**config.mk**
```make
export PLATFORM = sky130hd
export DESIGN_NAME = pll_rst_seq
export DESIGN_NICKNAME = d
export VERILOG_FILES = /design/src/rtl/pll_rst_seq.sv
export SDC_FILE = /design/constraint.sdc
export NUM_CORES = 1
export LEC_CHECK = 0
export BUFFER_PORTS_ARGS = -buffer_cell sky130_fd_sc_hd__buf_2
export CAP_MARGIN = 20
export CELL_PAD_IN_SITES_DETAIL_PLACEMENT = 2
export CELL_PAD_IN_SITES_GLOBAL_PLACEMENT = 2
export CORE_ASPECT_RATIO = 2
export CORE_MARGIN = 5
export CORE_UTILIZATION = 30
export DETAILED_ROUTE_END_ITERATION = 12
export PLACE_DENSITY = 0.8
export SKIP_LAST_GASP = 1
export SLEW_MARGIN = 20
export SYNTH_ARGS = -nofsm -noshare
export SYNTH_HDL_FRONTEND = slang
export SYNTH_SLANG_ARGS = --single-unit
```
**constraint.sdc**
```tcl
create_clock -name sys_clk -period 2 [get_ports sys_clk]
set_input_delay 0.1 -clock sys_clk [delete_from_list [all_inputs] [get_ports sys_clk]]
set_output_delay 0.1 -clock sys_clk [all_outputs]
set_load 0.01 [all_outputs]
```
**src/rtl/pll_rst_seq.sv**
```systemverilog
// Reset sequencer for the PLL-clocked pipeline: qualifies pll_lock, releases
// staged active-low resets in index order and re-asserts them on lock loss or soft reset.
module pll_rst_seq #(
  parameter int LOCK_STABLE_CYCLES = 1024,
  parameter int NUM_STAGES         = 3,
  parameter int STAGE_GAP          = 16,
  parameter int LOSS_FILTER        = 4,
  parameter int CNT_W              = 8
) (
  input  logic                  sys_clk,
  input  logic                  sys_rst_n,
  input  logic                  pll_lock,
  input  logic                  soft_rst,
  output logic [NUM_STAGES-1:0] rst_stage_n,
  output logic                  sys_ready,
  output logic [CNT_W-1:0]      lock_loss_cnt,
  output logic [2:0]            seq_state
);

  localparam int STAB_W = (LOCK_STABLE_CYCLES > 1) ? $clog2(LOCK_STABLE_CYCLES) : 1;
  localparam int GAP_W  = (STAGE_GAP > 1) ? $clog2(STAGE_GAP) : 1;
  localparam int LOSS_W = $clog2(LOSS_FILTER + 1);
  localparam int IDX_W  = $clog2(NUM_STAGES + 1);

  localparam logic [STAB_W-1:0]     STAB_LAST  = STAB_W'(LOCK_STABLE_CYCLES - 1);
  localparam logic [GAP_W-1:0]      GAP_LAST   = GAP_W'(STAGE_GAP - 1);
  localparam logic [LOSS_W-1:0]     LOSS_LAST  = LOSS_W'(LOSS_FILTER - 1);
  localparam logic [IDX_W-1:0]      STAGE_LAST = IDX_W'(NUM_STAGES - 1);
  localparam logic [NUM_STAGES-1:0] STAGE0_ON  = NUM_STAGES'(1'b1);
  localparam logic [NUM_STAGES-1:0] STAGES_OFF = {NUM_STAGES{1'b0}};
  localparam logic [CNT_W-1:0]      CNT_MAX    = {CNT_W{1'b1}};
  localparam bit                    SINGLE_STAGE = (NUM_STAGES == 1);

  typedef enum logic [2:0] {
    WAIT_LOCK = 3'd0,
    STABLE    = 3'd1,
    RELEASE   = 3'd2,
    RUN       = 3'd3,
    FAULT     = 3'd4
  } state_e;

  logic [1:0]            sync_q;
  logic                  lock_s;
  state_e                state_q, state_d;
  logic [STAB_W-1:0]     stab_cnt_q, stab_cnt_d;
  logic [GAP_W-1:0]      gap_cnt_q, gap_cnt_d;
  logic [IDX_W-1:0]      stage_idx_q, stage_idx_d;
  logic [LOSS_W-1:0]     loss_cnt_q, loss_cnt_d;
  logic [NUM_STAGES-1:0] rst_stage_q, rst_stage_d;
  logic                  ready_q, ready_d;
  logic [CNT_W-1:0]      loss_evt_q, loss_evt_d;
  logic                  loss_active_s;
  logic                  loss_trip_s;
  logic                  soft_take_s;

  // Two-flop synchroniser for the asynchronous lock input
  always_ff @(posedge sys_clk or negedge sys_rst_n) begin
    if (!sys_rst_n) begin
      sync_q <= 2'b00;
    end else begin
      sync_q <= {sync_q[0], pll_lock};
    end
  end

  assign lock_s = sync_q[1];

  // Sequencer state, counters and registered outputs
  always_ff @(posedge sys_clk or negedge sys_rst_n) begin
    if (!sys_rst_n) begin
      state_q     <= WAIT_LOCK;
      stab_cnt_q  <= {STAB_W{1'b0}};
      gap_cnt_q   <= {GAP_W{1'b0}};
      stage_idx_q <= {IDX_W{1'b0}};
      loss_cnt_q  <= {LOSS_W{1'b0}};
      rst_stage_q <= STAGES_OFF;
      ready_q     <= 1'b0;
      loss_evt_q  <= {CNT_W{1'b0}};
    end else begin
      state_q     <= state_d;
      stab_cnt_q  <= stab_cnt_d;
      gap_cnt_q   <= gap_cnt_d;
      stage_idx_q <= stage_idx_d;
      loss_cnt_q  <= loss_cnt_d;
      rst_stage_q <= rst_stage_d;
      ready_q     <= ready_d;
      loss_evt_q  <= loss_evt_d;
    end
  end

  // Next-state logic; loss trip and soft reset override the per-state result
  always_comb begin
    state_d     = state_q;
    stab_cnt_d  = stab_cnt_q;
    gap_cnt_d   = gap_cnt_q;
    stage_idx_d = stage_idx_q;
    loss_cnt_d  = loss_cnt_q;
    rst_stage_d = rst_stage_q;
    ready_d     = ready_q;
    loss_evt_d  = loss_evt_q;

    loss_active_s = (state_q == RELEASE) || (state_q == RUN);
    loss_trip_s   = loss_active_s && !lock_s && (loss_cnt_q == LOSS_LAST);
    soft_take_s   = soft_rst && ((state_q == STABLE) || loss_active_s);

    if (!loss_active_s || lock_s || loss_trip_s) begin
      loss_cnt_d = {LOSS_W{1'b0}};
    end else begin
      loss_cnt_d = loss_cnt_q + LOSS_W'(1'b1);
    end

    case (state_q)
      WAIT_LOCK: begin
        if (lock_s) begin
          state_d    = STABLE;
          stab_cnt_d = {STAB_W{1'b0}};
        end else begin
          state_d = WAIT_LOCK;
        end
      end
      STABLE: begin
        if (!lock_s) begin
          state_d    = WAIT_LOCK;
          stab_cnt_d = {STAB_W{1'b0}};
        end else if (stab_cnt_q == STAB_LAST) begin
          rst_stage_d = STAGE0_ON;
          gap_cnt_d   = {GAP_W{1'b0}};
          stage_idx_d = IDX_W'(1'b1);
          if (SINGLE_STAGE) begin
            ready_d = 1'b1;
            state_d = RUN;
          end else begin
            state_d = RELEASE;
          end
        end else begin
          stab_cnt_d = stab_cnt_q + STAB_W'(1'b1);
        end
      end
      RELEASE: begin
        if (gap_cnt_q == GAP_LAST) begin
          // OR-in the next bit so stages can only ever release in index order
          rst_stage_d = rst_stage_q | (STAGE0_ON << stage_idx_q);
          gap_cnt_d   = {GAP_W{1'b0}};
          stage_idx_d = stage_idx_q + IDX_W'(1'b1);
          if (stage_idx_q == STAGE_LAST) begin
            ready_d = 1'b1;
            state_d = RUN;
          end else begin
            state_d = RELEASE;
          end
        end else begin
          gap_cnt_d = gap_cnt_q + GAP_W'(1'b1);
        end
      end
      RUN: begin
        state_d = RUN;
      end
      FAULT: begin
        state_d = WAIT_LOCK;
      end
      default: begin
        state_d     = WAIT_LOCK;
        rst_stage_d = STAGES_OFF;
        ready_d     = 1'b0;
      end
    endcase

    if (loss_trip_s) begin
      state_d     = FAULT;
      rst_stage_d = STAGES_OFF;
      ready_d     = 1'b0;
      stab_cnt_d  = {STAB_W{1'b0}};
      gap_cnt_d   = {GAP_W{1'b0}};
      stage_idx_d = {IDX_W{1'b0}};
      loss_evt_d  = (loss_evt_q == CNT_MAX) ? loss_evt_q : loss_evt_q + CNT_W'(1'b1);
    end else if (soft_take_s) begin
      state_d     = WAIT_LOCK;
      rst_stage_d = STAGES_OFF;
      ready_d     = 1'b0;
      stab_cnt_d  = {STAB_W{1'b0}};
      gap_cnt_d   = {GAP_W{1'b0}};
      stage_idx_d = {IDX_W{1'b0}};
    end else begin
      loss_evt_d = loss_evt_d;
    end
  end

  assign rst_stage_n   = rst_stage_q;
  assign sys_ready     = ready_q;
  assign lock_loss_cnt = loss_evt_q;
  assign seq_state     = state_q;

endmodule

```
==> results.cfg <==
[pwr]
p_int_uw = 1839
p_comb_share_pct = 30.4
leakagePower_uw = 0.001134
ir_drop_mv = 0.4471
clockPowerShare_pct = 35.4
finalPower_uw = 2695
seqPwrFrac_pct = 34.1
swShare_pct = 31.79
power_density_nw_per_um2 = 1115
switchingPower_uw = 857.0

[worst_setup_path]
cp_max_fo = 4
endpoint_kind = flop
crit_arrival_ns = 2.12
critical_path.startpoint_type = flop
cp_data_required_time_ns = 2.17
path_class = flop to flop

[clock_network]
max-clock-path-buffers = 2
cts_buffers = 5
htreeDepth = 2
cts_tree = yes
clock_latency_ns = 0.28
cts_sinks = 36
cts-root-buf = clkbuf_16
clkTransAtPathRegs_ns = 0.06

[floorplanning]
die_w_um = 65.82
design.portCount = 19
die_h_um = 121.6
core_um2 = 6056
design.die.area_um2 = 8005
placementRows = 40
start_util_pct = 30.87

[place]
dp_hpwl_mm = 4.009
place.gp.congestion = 0.8113
port-buffer-count = 18

[flow_run]
maxCapViolCount = 0

[synth]
netlist.area_leader.share_pct = 48.19
ys.warnings.count = 0
ys_seq_elements = 36
yosys-top-cells-area = dfrtp_1 (48%), ha_1 (5.4%), o21ai_0 (5.4%)
seq_area_frac_synth_pct = 48.19
synth_top_area_cell = dfrtp_1
syn_avg_cell_area_um2 = 9.537
synth_nets = 208
synth.distinct_cells = 39
async_flop_share_pct = 100.0
synth_edf_count = 0
synthCells = 196
ys.flop_type = dfrtp_1
synth_area_um2 = 1869

[timing]
worstMarginPinSlew_ns = 0.8236
finalSetupViolCount = 0
clock.fmax_mhz = 511.9
clock_skew_ns = 0.007888
tns_ns = 0
timing_hold_violations_final = 0
period_share_pct = 97.68
whs_ns = 0.2823
max_slew_margin_pct = 45.09
rsz0062_at_grt = true
fin_crit_ns = 1.954
slew_violations = 0

[routing]
detail-route-antenna-nets = 0
drt_iter0_drc = 89
routed_wl_mm = 5.649
drtPass1Iterations = 3
routedWlPerCell_um = 17.60
drc = 0
vias = 1687
post_drt_via_cell_ratio = 5.255

[grt]
grtUsageTotal_pct = 15.25
grt.overflow.total = 0
grt_pass1_vias = 1911
grt_pass1_wl_mm = 9.363
antenna_found_initial = 0
grt_max_degree = 37

[cells_and_area]
n_antenna_cell = 0
nets = 248
drive_gt1_share_pct = 25.74
syn_to_final_growth_pct = 29.32

[outcome]
status = finished, final reports clean

[hold_path]
hold_path.class = primary input to flop
-- cells in the mapped netlist (all sizes together), types with 2 or more instances --
cell type and count:
xnor2 6, a21oi 13, nand3 12, nand2 18
nor2b 5, o31ai 5, inv 9, nand4 6
dfrtp 36, a31oi 7, clkbuf 2, nor2 10
and4 2, nand2b 4, mux2i 2, buf 6
a22o 2, nor3 3, ha 8, o21ai 24
or4 2
-- per-layer routing --
layer | vias up | wire (µm) | GRT usage, %
met1 | 862 | 1964 | 14.10
met2 | 24 | 3366 | 30.55
met5 | - | 0 | 0
met4 | 0 | 199 | 7.662
met3 | 13 | 118 | 2.030
li1 | 788 | - | -
-- cell usage in the layout, fill, tap and decap left out, types with 6 or more instances in the layout --
cell type	count
a21oi_1	13
a31oi_1	6
buf_2	18
buf_4	21
dfrtp_1	36
ha_1	8
inv_1	9
nand2_1	18
nand3_1	12
nand4_1	6
nor2_1	10
o21ai_0	17
xnor2_1	6
-- state kept, by name, summed over array words and instances, names as in the netlist --
name and cells:
stab_cnt_q 10, lock_loss_cnt 8, gap_cnt_q 4, loss_cnt_q 3
rst_stage_n 3, seq_state 3, stage_idx_q 2, sync_q 2
sys_ready 1
-- stage by stage --
step | cell area, µm² | util [%] | std cells | setup slack, ns
4_1_cts | 2385 | 39.38 | 320 | -0.06533
3_5_place_dp | 2175 | 35.91 | 310 | -0.09473
3_3_place_gp | 2175 | 35.91 | 310 | 0.009569
6_report | 2417 | 39.92 | 321 | 0.04647
5_1_grt | 2417 | 39.92 | 321 | -0.07767
2_1_floorplan | 1869 | - | 196 | 0.03675
-- cell families after synthesis --
family	after synthesis	synth area share (%)
mux	3	1.673
compound gates	57	17.87
xor+xnor	7	3.280
simple gates	68	19.68
buf+inv	17	3.949
fa+ha+maj	8	5.355
flops	36	48.19
-- final timing paths --
| path | depth (start not counted) | start | endpoint | slack [ns] |
|---|---|---|---|---|
| hold / removal | 4 | soft_rst | stage_idx_q[0] | 0.28 |
| hold reg to reg | 0 | sync_q[0] | sync_q[1] | 0.35 |
| setup / recovery | 5 | stab_cnt_q[0] | gap_cnt_q[1] | 0.05 |
| min in group asynchronous | 2 | sys_rst_n | stage_idx_q[0] | 0.45 |
| setup reg to reg | 5 | stab_cnt_q[0] | gap_cnt_q[1] | 0.05 |
| max in group asynchronous | 2 | sys_rst_n | gap_cnt_q[1] | 1.02 |
-- area by class of cell --
class | count | area [µm²]
inverters | 9 | 33.78
multi-input cells | 143 | 927.1
fillers | 661 | 3638
clock buffers | 7 | 152.6
repair buffers | 41 | 267.8
well taps | 84 | 105.1
flip-flops and latches | 36 | 900.9
clock inverters | 1 | 30.03
-- power by group through the flow --
stage                     combinational [µW]  clock [µW]  sequential, µW
after floorplan                          456           0             926
after global placement                   748           0             924
after detailed placement                 786           0             932
after CTS                                804         986             918
after global routing                     921        1010             940
final                                    820         955             920
-- worst max-delay path, cell delays in order (launching register included) --
cell and delay, ns:
dfrtp_1 0.36, ha_1 0.17, nand4_1 0.14, or4_4 0.53, a311o_1 0.38, a22o_1 0.27
-- what timing repair did --
item | CTS | global route
pin swaps | 1 | 1
hold buffers | 2 | 0
endpoints found under the setup margin | 14 | 20
buffers inserted | 0 | 1
gates resized for setup | 3 | 7
hold endpoints to repair | 37 | 0
Note: power is estimated with default switching activity, not from simulation.
